==> src/rtl/uart_fifo_mm.sv <==
// Memory-mapped UART adapter: RX/TX FIFOs, sticky overflow flags and a
// status/control register on the port-B word bus.
module uart_fifo_mm #(
  parameter int unsigned BASE_ADDR  = 65537,
  parameter int unsigned DATA_WIDTH = 8,
  parameter int unsigned RX_DEPTH   = 16,
  parameter int unsigned TX_DEPTH   = 16
) (
  input  logic                  clk,
  input  logic                  rst,
  input  logic [DATA_WIDTH-1:0] uart_din,
  input  logic                  uart_valid,
  input  logic                  uart_busy,
  output logic [DATA_WIDTH-1:0] uart_dout,
  output logic                  uart_wr,
  input  logic [31:0]           addr_b,
  input  logic [31:0]           data_b_in,
  input  logic [31:0]           data_b_we,
  output logic [31:0]           data_b,
  output logic                  strobe_b
);

  localparam int unsigned RX_AW = $clog2(RX_DEPTH);
  localparam int unsigned TX_AW = $clog2(TX_DEPTH);
  localparam int unsigned RX_CW = RX_AW + 1;
  localparam int unsigned TX_CW = TX_AW + 1;
  localparam logic [31:0]      BASE    = 32'(BASE_ADDR);
  localparam logic [RX_CW-1:0] RX_FULL = RX_CW'(RX_DEPTH);
  localparam logic [TX_CW-1:0] TX_FULL = TX_CW'(TX_DEPTH);

  localparam logic [1:0] REG_RXVALID = 2'd0;
  localparam logic [1:0] REG_TXREADY = 2'd1;
  localparam logic [1:0] REG_DATA    = 2'd2;
  localparam logic [1:0] REG_STATUS  = 2'd3;

  logic [DATA_WIDTH-1:0] rx_mem [RX_DEPTH];
  logic [DATA_WIDTH-1:0] tx_mem [TX_DEPTH];
  logic [RX_AW-1:0]      rx_wr_ptr, rx_rd_ptr;
  logic [TX_AW-1:0]      tx_wr_ptr, tx_rd_ptr;
  logic [RX_CW-1:0]      rx_count;
  logic [TX_CW-1:0]      tx_count;
  logic                  rx_ovf, tx_ovf;

  logic [31:0] offset;
  logic [1:0]  reg_sel;
  logic        bus_we;
  logic        rd_data, wr_data, wr_ctrl;
  logic        flush, clr_rx_ovf, clr_tx_ovf;
  logic        rx_empty, rx_full, tx_empty, tx_full;
  logic        rx_pop_ok, rx_pop, rx_push, rx_ovf_set;
  logic        tx_can_drain, tx_pop, tx_push, tx_ovf_set;
  logic        unused_bits;

  // Window decode: offset wraps below BASE, so one compare covers both bounds.
  assign offset   = addr_b - BASE;
  assign strobe_b = (offset < 32'd4);
  assign reg_sel  = offset[1:0];
  assign bus_we   = data_b_we[0];

  assign rd_data  = strobe_b && !bus_we && (reg_sel == REG_DATA);
  assign wr_data  = strobe_b &&  bus_we && (reg_sel == REG_DATA);
  assign wr_ctrl  = strobe_b &&  bus_we && (reg_sel == REG_STATUS);

  assign clr_rx_ovf = wr_ctrl && data_b_in[0];
  assign clr_tx_ovf = wr_ctrl && data_b_in[1];
  assign flush      = wr_ctrl && data_b_in[2];

  assign rx_empty = (rx_count == '0);
  assign rx_full  = (rx_count == RX_FULL);
  assign tx_empty = (tx_count == '0);
  assign tx_full  = (tx_count == TX_FULL);

  // A same-cycle pop frees the slot a push into a full FIFO needs.
  assign rx_pop_ok  = rd_data && !rx_empty;
  assign rx_pop     = rx_pop_ok && !flush;
  assign rx_push    = uart_valid && (!rx_full || rx_pop_ok) && !flush;
  assign rx_ovf_set = uart_valid && rx_full && !rx_pop_ok;

  // Holding off while uart_wr is high limits the drain to one char per 2 cycles.
  assign tx_can_drain = !tx_empty && !uart_busy && !uart_wr;
  assign tx_pop       = tx_can_drain && !flush;
  assign tx_push      = wr_data && (!tx_full || tx_can_drain) && !flush;
  assign tx_ovf_set   = wr_data && tx_full && !tx_can_drain;

  assign unused_bits = ^{data_b_we[31:1], data_b_in};

  // Read mux
  always_comb begin
    data_b = '0;
    if (strobe_b) begin
      case (reg_sel)
        REG_RXVALID: data_b = 32'(!rx_empty);
        REG_TXREADY: data_b = 32'(!tx_full);
        REG_DATA:    data_b = rx_empty ? 32'd0 : 32'(rx_mem[rx_rd_ptr]);
        default:     data_b = {8'd0, 8'(tx_count), 8'(rx_count), 6'd0, tx_ovf, rx_ovf};
      endcase
    end
  end

  // FIFO storage; stale entries are harmless because pointers are reset.
  always_ff @(posedge clk) begin
    if (rx_push) rx_mem[rx_wr_ptr] <= uart_din;
    if (tx_push) tx_mem[tx_wr_ptr] <= data_b_in[DATA_WIDTH-1:0];
  end

  // RX FIFO pointers and count
  always_ff @(posedge clk) begin
    if (rst || flush) begin
      rx_wr_ptr <= '0;
      rx_rd_ptr <= '0;
      rx_count  <= '0;
    end else begin
      if (rx_push) rx_wr_ptr <= rx_wr_ptr + RX_AW'(1);
      if (rx_pop)  rx_rd_ptr <= rx_rd_ptr + RX_AW'(1);
      rx_count <= rx_count + RX_CW'(rx_push) - RX_CW'(rx_pop);
    end
  end

  // TX FIFO pointers and count
  always_ff @(posedge clk) begin
    if (rst || flush) begin
      tx_wr_ptr <= '0;
      tx_rd_ptr <= '0;
      tx_count  <= '0;
    end else begin
      if (tx_push) tx_wr_ptr <= tx_wr_ptr + TX_AW'(1);
      if (tx_pop)  tx_rd_ptr <= tx_rd_ptr + TX_AW'(1);
      tx_count <= tx_count + TX_CW'(tx_push) - TX_CW'(tx_pop);
    end
  end

  // Sticky overflow flags; a set in the same cycle as a clear wins.
  always_ff @(posedge clk) begin
    if (rst) begin
      rx_ovf <= 1'b0;
      tx_ovf <= 1'b0;
    end else begin
      if (rx_ovf_set)      rx_ovf <= 1'b1;
      else if (clr_rx_ovf) rx_ovf <= 1'b0;
      if (tx_ovf_set)      tx_ovf <= 1'b1;
      else if (clr_tx_ovf) tx_ovf <= 1'b0;
    end
  end

  // Transmit strobe and character register
  always_ff @(posedge clk) begin
    if (rst) begin
      uart_wr   <= 1'b0;
      uart_dout <= '0;
    end else if (tx_pop) begin
      uart_wr   <= 1'b1;
      uart_dout <= tx_mem[tx_rd_ptr];
    end else begin
      uart_wr   <= 1'b0;
    end
  end

endmodule

==> config.mk <==
export PLATFORM = sky130hd
export DESIGN_NAME = uart_fifo_mm
export DESIGN_NICKNAME = d
export VERILOG_FILES = /design/src/rtl/uart_fifo_mm.sv
export SDC_FILE = /design/constraint.sdc
export NUM_CORES = 1
export LEC_CHECK = 0
export BUFFER_PORTS_ARGS = -buffer_cell sky130_fd_sc_hd__buf_2
export CORE_MARGIN = 5
export CORE_UTILIZATION = 50
export CTS_CLUSTER_DIAMETER = 60
export DETAILED_ROUTE_END_ITERATION = 12
export GPL_ROUTABILITY_DRIVEN = 0
export PLACE_DENSITY = 0.77
export SLEW_MARGIN = 25
export SYNTH_ARGS = -nofsm -noshare
export SYNTH_HDL_FRONTEND = slang
export SYNTH_SLANG_ARGS = --single-unit
==> constraint.sdc <==
create_clock -name clk -period 13.38 [get_ports clk]
set_input_delay 2.007 -clock clk [delete_from_list [all_inputs] [get_ports clk]]
set_output_delay 2.007 -clock clk [all_outputs]
set_load 0.05 [all_outputs]
# Word-level counts from Yosys, hierarchy flattened
# Memory sizes are Yosys's and may differ from the RTL's. A register that Yosys moved wholly into a read port is not among the register bits.
# Cells that the tools add are included.
# W data, S select, Z words.
# totals
mem_bits_rw	256
n_memories	2
ff_bits	29
inputBits	108
wordCells	79
out_inout_bits	42
# mem_list
memory	depth	width	rd	rd_clocked_by_memory_dff	wr	line	text
rx_mem	16	8	1	1	1	36	logic [DATA_WIDTH-1:0] rx_mem [RX_DEPTH];
tx_mem	16	8	1	1	1	37	logic [DATA_WIDTH-1:0] tx_mem [TX_DEPTH];
# classes
add_sub_neg	9
order_cmp	1
mux	14
eq_ne	5
reduce_logical	39
# op_table
op	count
$pmux W21 S3	1
$lt A32 B3 Y1 const B	1
$sub A32 B17 Y32 const B	1
$logic_and A1 B1 Y1	21
$mux W21	1
$add A4 B1 Y4 const B	4
$add A5 B1 Y5	2
$eq A5 B5 Y1 const B	2
$logic_not A1 Y1	10
$logic_not A5 Y1	2
$sub A5 B1 Y5	2
$mux W1	9
$mux W4	2
$mux W8	1
$eq A2 B2 Y1 const B	2
$reduce_bool A2 Y1	2
$logic_or A1 B1 Y1	3
$eq A2 B1 Y1 const B	1
$logic_not A2 Y1	1

# Logic depth before layout (Yosys ltp)
# logic_depth
depth_word	10
ltp_mapped	22
mapped_depth_nobuf	19

# Worst setup path before layout
# OpenSTA, ideal clock, no wires.
# synth_timing
path_kind	input port to output port
from	input port addr_b[18]
to	output port data_b[1]
setup_slack_ns	6.396
n_path_buf	3
arrival_time_ns	4.977
required_time_ns	11.373
stages	10
path_cell_list	clkbuf_1 -> or4_1 -> o21ai_0 -> o2111a_1 -> nand4_1 -> a2111oi_0 -> and3_1 -> buf_2 -> buf_2 -> nor2b_1
# synth_via
elab_chain_cells	3
# synth_lines
item	line	text
start, declared	16	input logic [31:0] addr_b,
$sub A32 B17 Y32	55	assign offset = addr_b - BASE;
$lt A32 B3 Y1	56	assign strobe_b = (offset < 32'd4);
net strobe_b	20	output logic strobe_b
$mux W21	90	if (strobe_b) begin
end, declared	19	output logic [31:0] data_b,
# The timed path passes the listed nets, and every way through them passes these cells.

# Final worst setup path
# layout_timing
from	input port addr_b[18]
to	output port data_b[2]
# layout_via
elab_chain_cells	3
# layout_lines
item	line
$sub A32 B17 Y32	55
$lt A32 B3 Y1	56
$mux W21	90
# Every way passes these cells.

==> metrics.cfg <==
[status]
run_status=complete, no violations

[sta]
worst-slew-pin-transition_ns=0.9858
max_clock_freq_mhz=137.4
min_setup_slack_post_route_ns=6.104
timing_hold_violations_final=0
final-max-slew-violation-count=0
fin_worst_skew_ns=0.008623
setup_tns_ns=0
finalCritPeriodShare=0.5438
rsz_0062_raised_after_global_routing=no
timing.slew.headroom=0.3415
min_period_ns=7.276
finalSetupViolations=0

[place]
place_ws_ns=6.151
dpl.hpwl_um=16820
dp.cells=1139
quantity_of_i_o_buffers_inserted_on_ports=80

[min_path]
hold_start=rx_ovf
hold_path_class=register to register

[synth]
netlist_top_cells_area=sky130_fd_sc_hd__edfxtp_1 (60%), sky130_fd_sc_hd__mux4_2 (14%), sky130_fd_sc_hd__dfxtp_1 (6.4%)
synth_enable_flop_cells=256
yosys.area.top_type_share=0.6019
ys_top_cells_by_count=sky130_fd_sc_hd__edfxtp_1 (256), sky130_fd_sc_hd__mux4_2 (80), sky130_fd_sc_hd__nor2_1 (61), sky130_fd_sc_hd__dfxtp_1 (41), sky130_fd_sc_hd__and3_1 (33)
yosysWarnings=0
synth_seq_area_share=0.6662
async_flop_share=0
synth_top_cell_by_area=sky130_fd_sc_hd__edfxtp_1
netlist-cell-type-count=64
synth-main-ff-cell=sky130_fd_sc_hd__edfxtp_1
postSynthRegisterBits=297
synthesis.area_mm2=0.01277
post_synth_inst_count=756
synthesis.area_per_instance_um2=16.89
synthMostInstantiatedCell=sky130_fd_sc_hd__edfxtp_1

[die]
die_area_mm2=0.02884
ios=150
fp-row-count=58
core_region_area_mm2=0.02518
start_util=0.5072
dieWidth_um=169.8
die_height_um=169.8

[power]
power.switching_mw=0.5763
total_leakage_power_nw=4.919
power_report.internal_total_mw=1.656
power_switching_share=0.2582
seqPwrFrac=0.476
totalPowerFinal_mw=2.232
irDropWorstVdd_v=0.0001291
share_clk_of_total_power=0.366
share_comb_of_total_power=0.158
power_per_cell_area_mw_per_mm2=155.0

[setup_path]
start_kind=primary input
setup.worst_path.end_class=output pin
worst-endpoint-arrival_ns=5.27
path_class=primary input to output pin
worst_setup_path_startpoint=addr_b[18]
critPathRequiredTime_ns=11.37
critical_path.reg2reg.startpoint=rx_count[2]
timing.critical_path.fanout_max=24

[cts]
cts-resized-gates=0
cts.sink_count=297
clock_path_buffers=3
post-cts-setup-buffers=0
h-tree-depth=1
clock-root-buffer=sky130_fd_sc_hd__clkbuf_16
cts_inserted_buffers=31
cts.clk_slew.worst_paths_ns=0.06
cts_tree=yes
cts.hold.buffers_added=0
insertion_delay_ns=0.56

[routing]
detail_route.wl_per_cell_um=22.13
post_drt_via_cell_ratio=5.900
total_via_count_in_the_routed_design=7056
drc=0
antenna_violating_nets_post_route=0
total_length_of_routed_wires_um=26460
drt_iter0_drc=630
drt-pass1-iter-count=6

[global_routing]
gr-usage-all-layers=0.1830
global_route_wire_length_before_repair_um=40840
largest_net_degree_at_the_start_of_global_routing=36
grt.overflow.total=0
number_of_global_route_vias_before_repair=7096
antenna_violations_before_repair=0

[finish]
layout-area-overhead-vs-synth_pct=12.79
finish.cell_count_without_fillers=1196
layout_cells_sized_above_1=0.2725
antenna_cells=0
num-nets-final=974

[job]
maxCapViolations=0

-- critical path: stages --
cell,delay [ns]
sky130_fd_sc_hd__buf_2,0.16
sky130_fd_sc_hd__or4_1,0.59
sky130_fd_sc_hd__o21ai_0,0.28
sky130_fd_sc_hd__o2111a_1,0.23
sky130_fd_sc_hd__nand4_1,0.10
sky130_fd_sc_hd__a2111oi_0,0.44
sky130_fd_sc_hd__and3_1,0.84
sky130_fd_sc_hd__and3_1,0.33
sky130_fd_sc_hd__buf_2,0.28
-- flip-flops by register name (all words and copies together), names as in the netlist, named ones only --
register	count
rx_rd_ptr	4
tx_rd_ptr	4
rx_ovf	1
rx_mem	128
tx_ovf	1
uart_dout	8
tx_mem	128
uart_wr	1
rx_wr_ptr	4
rx_count	5
tx_wr_ptr	4
tx_count	5
-- layer usage --
metal,wire length (um),track usage
met1,11180,0.2668
met2,12670,0.2924
met3,2037,0.02671
met4,583,0.05180
met5,0,0
-- placed cells by master (no fill, tap or decap), types with 3 or more instances in the layout --
cell                          n
sky130_fd_sc_hd__nand4_1     13
sky130_fd_sc_hd__clkbuf_16   31
sky130_fd_sc_hd__clkinv_1     5
sky130_fd_sc_hd__nor3_1      13
sky130_fd_sc_hd__mux2i_1     13
sky130_fd_sc_hd__and4_1       3
sky130_fd_sc_hd__nor4_1       6
sky130_fd_sc_hd__buf_2       80
sky130_fd_sc_hd__or3_1        7
sky130_fd_sc_hd__inv_1       21
sky130_fd_sc_hd__nor2b_1      7
sky130_fd_sc_hd__clkbuf_1     4
sky130_fd_sc_hd__buf_4       10
sky130_fd_sc_hd__a21oi_1     18
sky130_fd_sc_hd__edfxtp_1   256
sky130_fd_sc_hd__mux4_2      80
sky130_fd_sc_hd__dfxtp_1     39
sky130_fd_sc_hd__nor2_1      61
sky130_fd_sc_hd__conb_1      14
sky130_fd_sc_hd__o21ai_0     14
sky130_fd_sc_hd__nand2b_1     4
sky130_fd_sc_hd__and3_1      33
sky130_fd_sc_hd__nor4_4       3
sky130_fd_sc_hd__and2_1       5
sky130_fd_sc_hd__ha_1        22
sky130_fd_sc_hd__a21o_1       3
sky130_fd_sc_hd__xor2_1       7
sky130_fd_sc_hd__nand3_1     12
sky130_fd_sc_hd__xnor2_1      7
sky130_fd_sc_hd__clkinv_2    10
sky130_fd_sc_hd__nand2_1     13
-- layout make-up --
type,count,area [um2]
fillers,1864,10780
flip-flops and latches,297,8511
multi-input cells,401,3951
clock buffers,35,790.8
repair buffers,90,475.5
well taps,330,412.9
clock inverters,22,183.9
inverters,21,78.83
-- path summary, 6_finish.rpt --
check                           depth (start not counted)  slack, ns     endpoint
worst min register to register                          2       0.48       rx_ovf
worst max register to register                         19       9.51  rx_count[4]
worst max-delay path                                    9       6.10    data_b[2]
worst min-delay path                                    2       0.48       rx_ovf
-- cell families (layout without fill, tap and decap cells) --
logic type,after synthesis,in the layout,synth area share
xor gates and xnor gates,14,14,0.009601
DFF,297,297,0.6662
other,1,14,0.0002936
muxes,93,93,0.1513
and+or+nand+nor,196,196,0.08690
adders and majority gates,24,24,0.02469
AOI/OAI and AO/OA,60,60,0.03263
buffers and inverters,71,168,0.02841
-- power groups by stage --
stage | clock, mW | combinational [mW] | sequential, mW
2_1_floorplan | 0 | 0.249 | 1.10
3_3_place_gp | 0 | 0.343 | 1.08
3_5_place_dp | 0 | 0.350 | 1.08
4_1_cts | 0.833 | 0.355 | 1.06
5_1_grt | 0.876 | 0.388 | 1.06
6_report | 0.818 | 0.353 | 1.06
-- through the flow --
| stage | hold slack, ns | area, um2 | util |
|---|---|---|---|
| 2_1_floorplan | 0.4500 | 12820 | - |
| 3_3_place_gp | 0.4569 | 13430 | 0.5332 |
| 3_5_place_dp | 0.4714 | 13430 | 0.5332 |
| 4_1_cts | 0.4799 | 14400 | 0.5719 |
| 5_1_grt | 0.5276 | 14400 | 0.5720 |
| 6_report | 0.4788 | 14400 | 0.5720 |
Note: power is estimated with default switching activity, not from simulation.
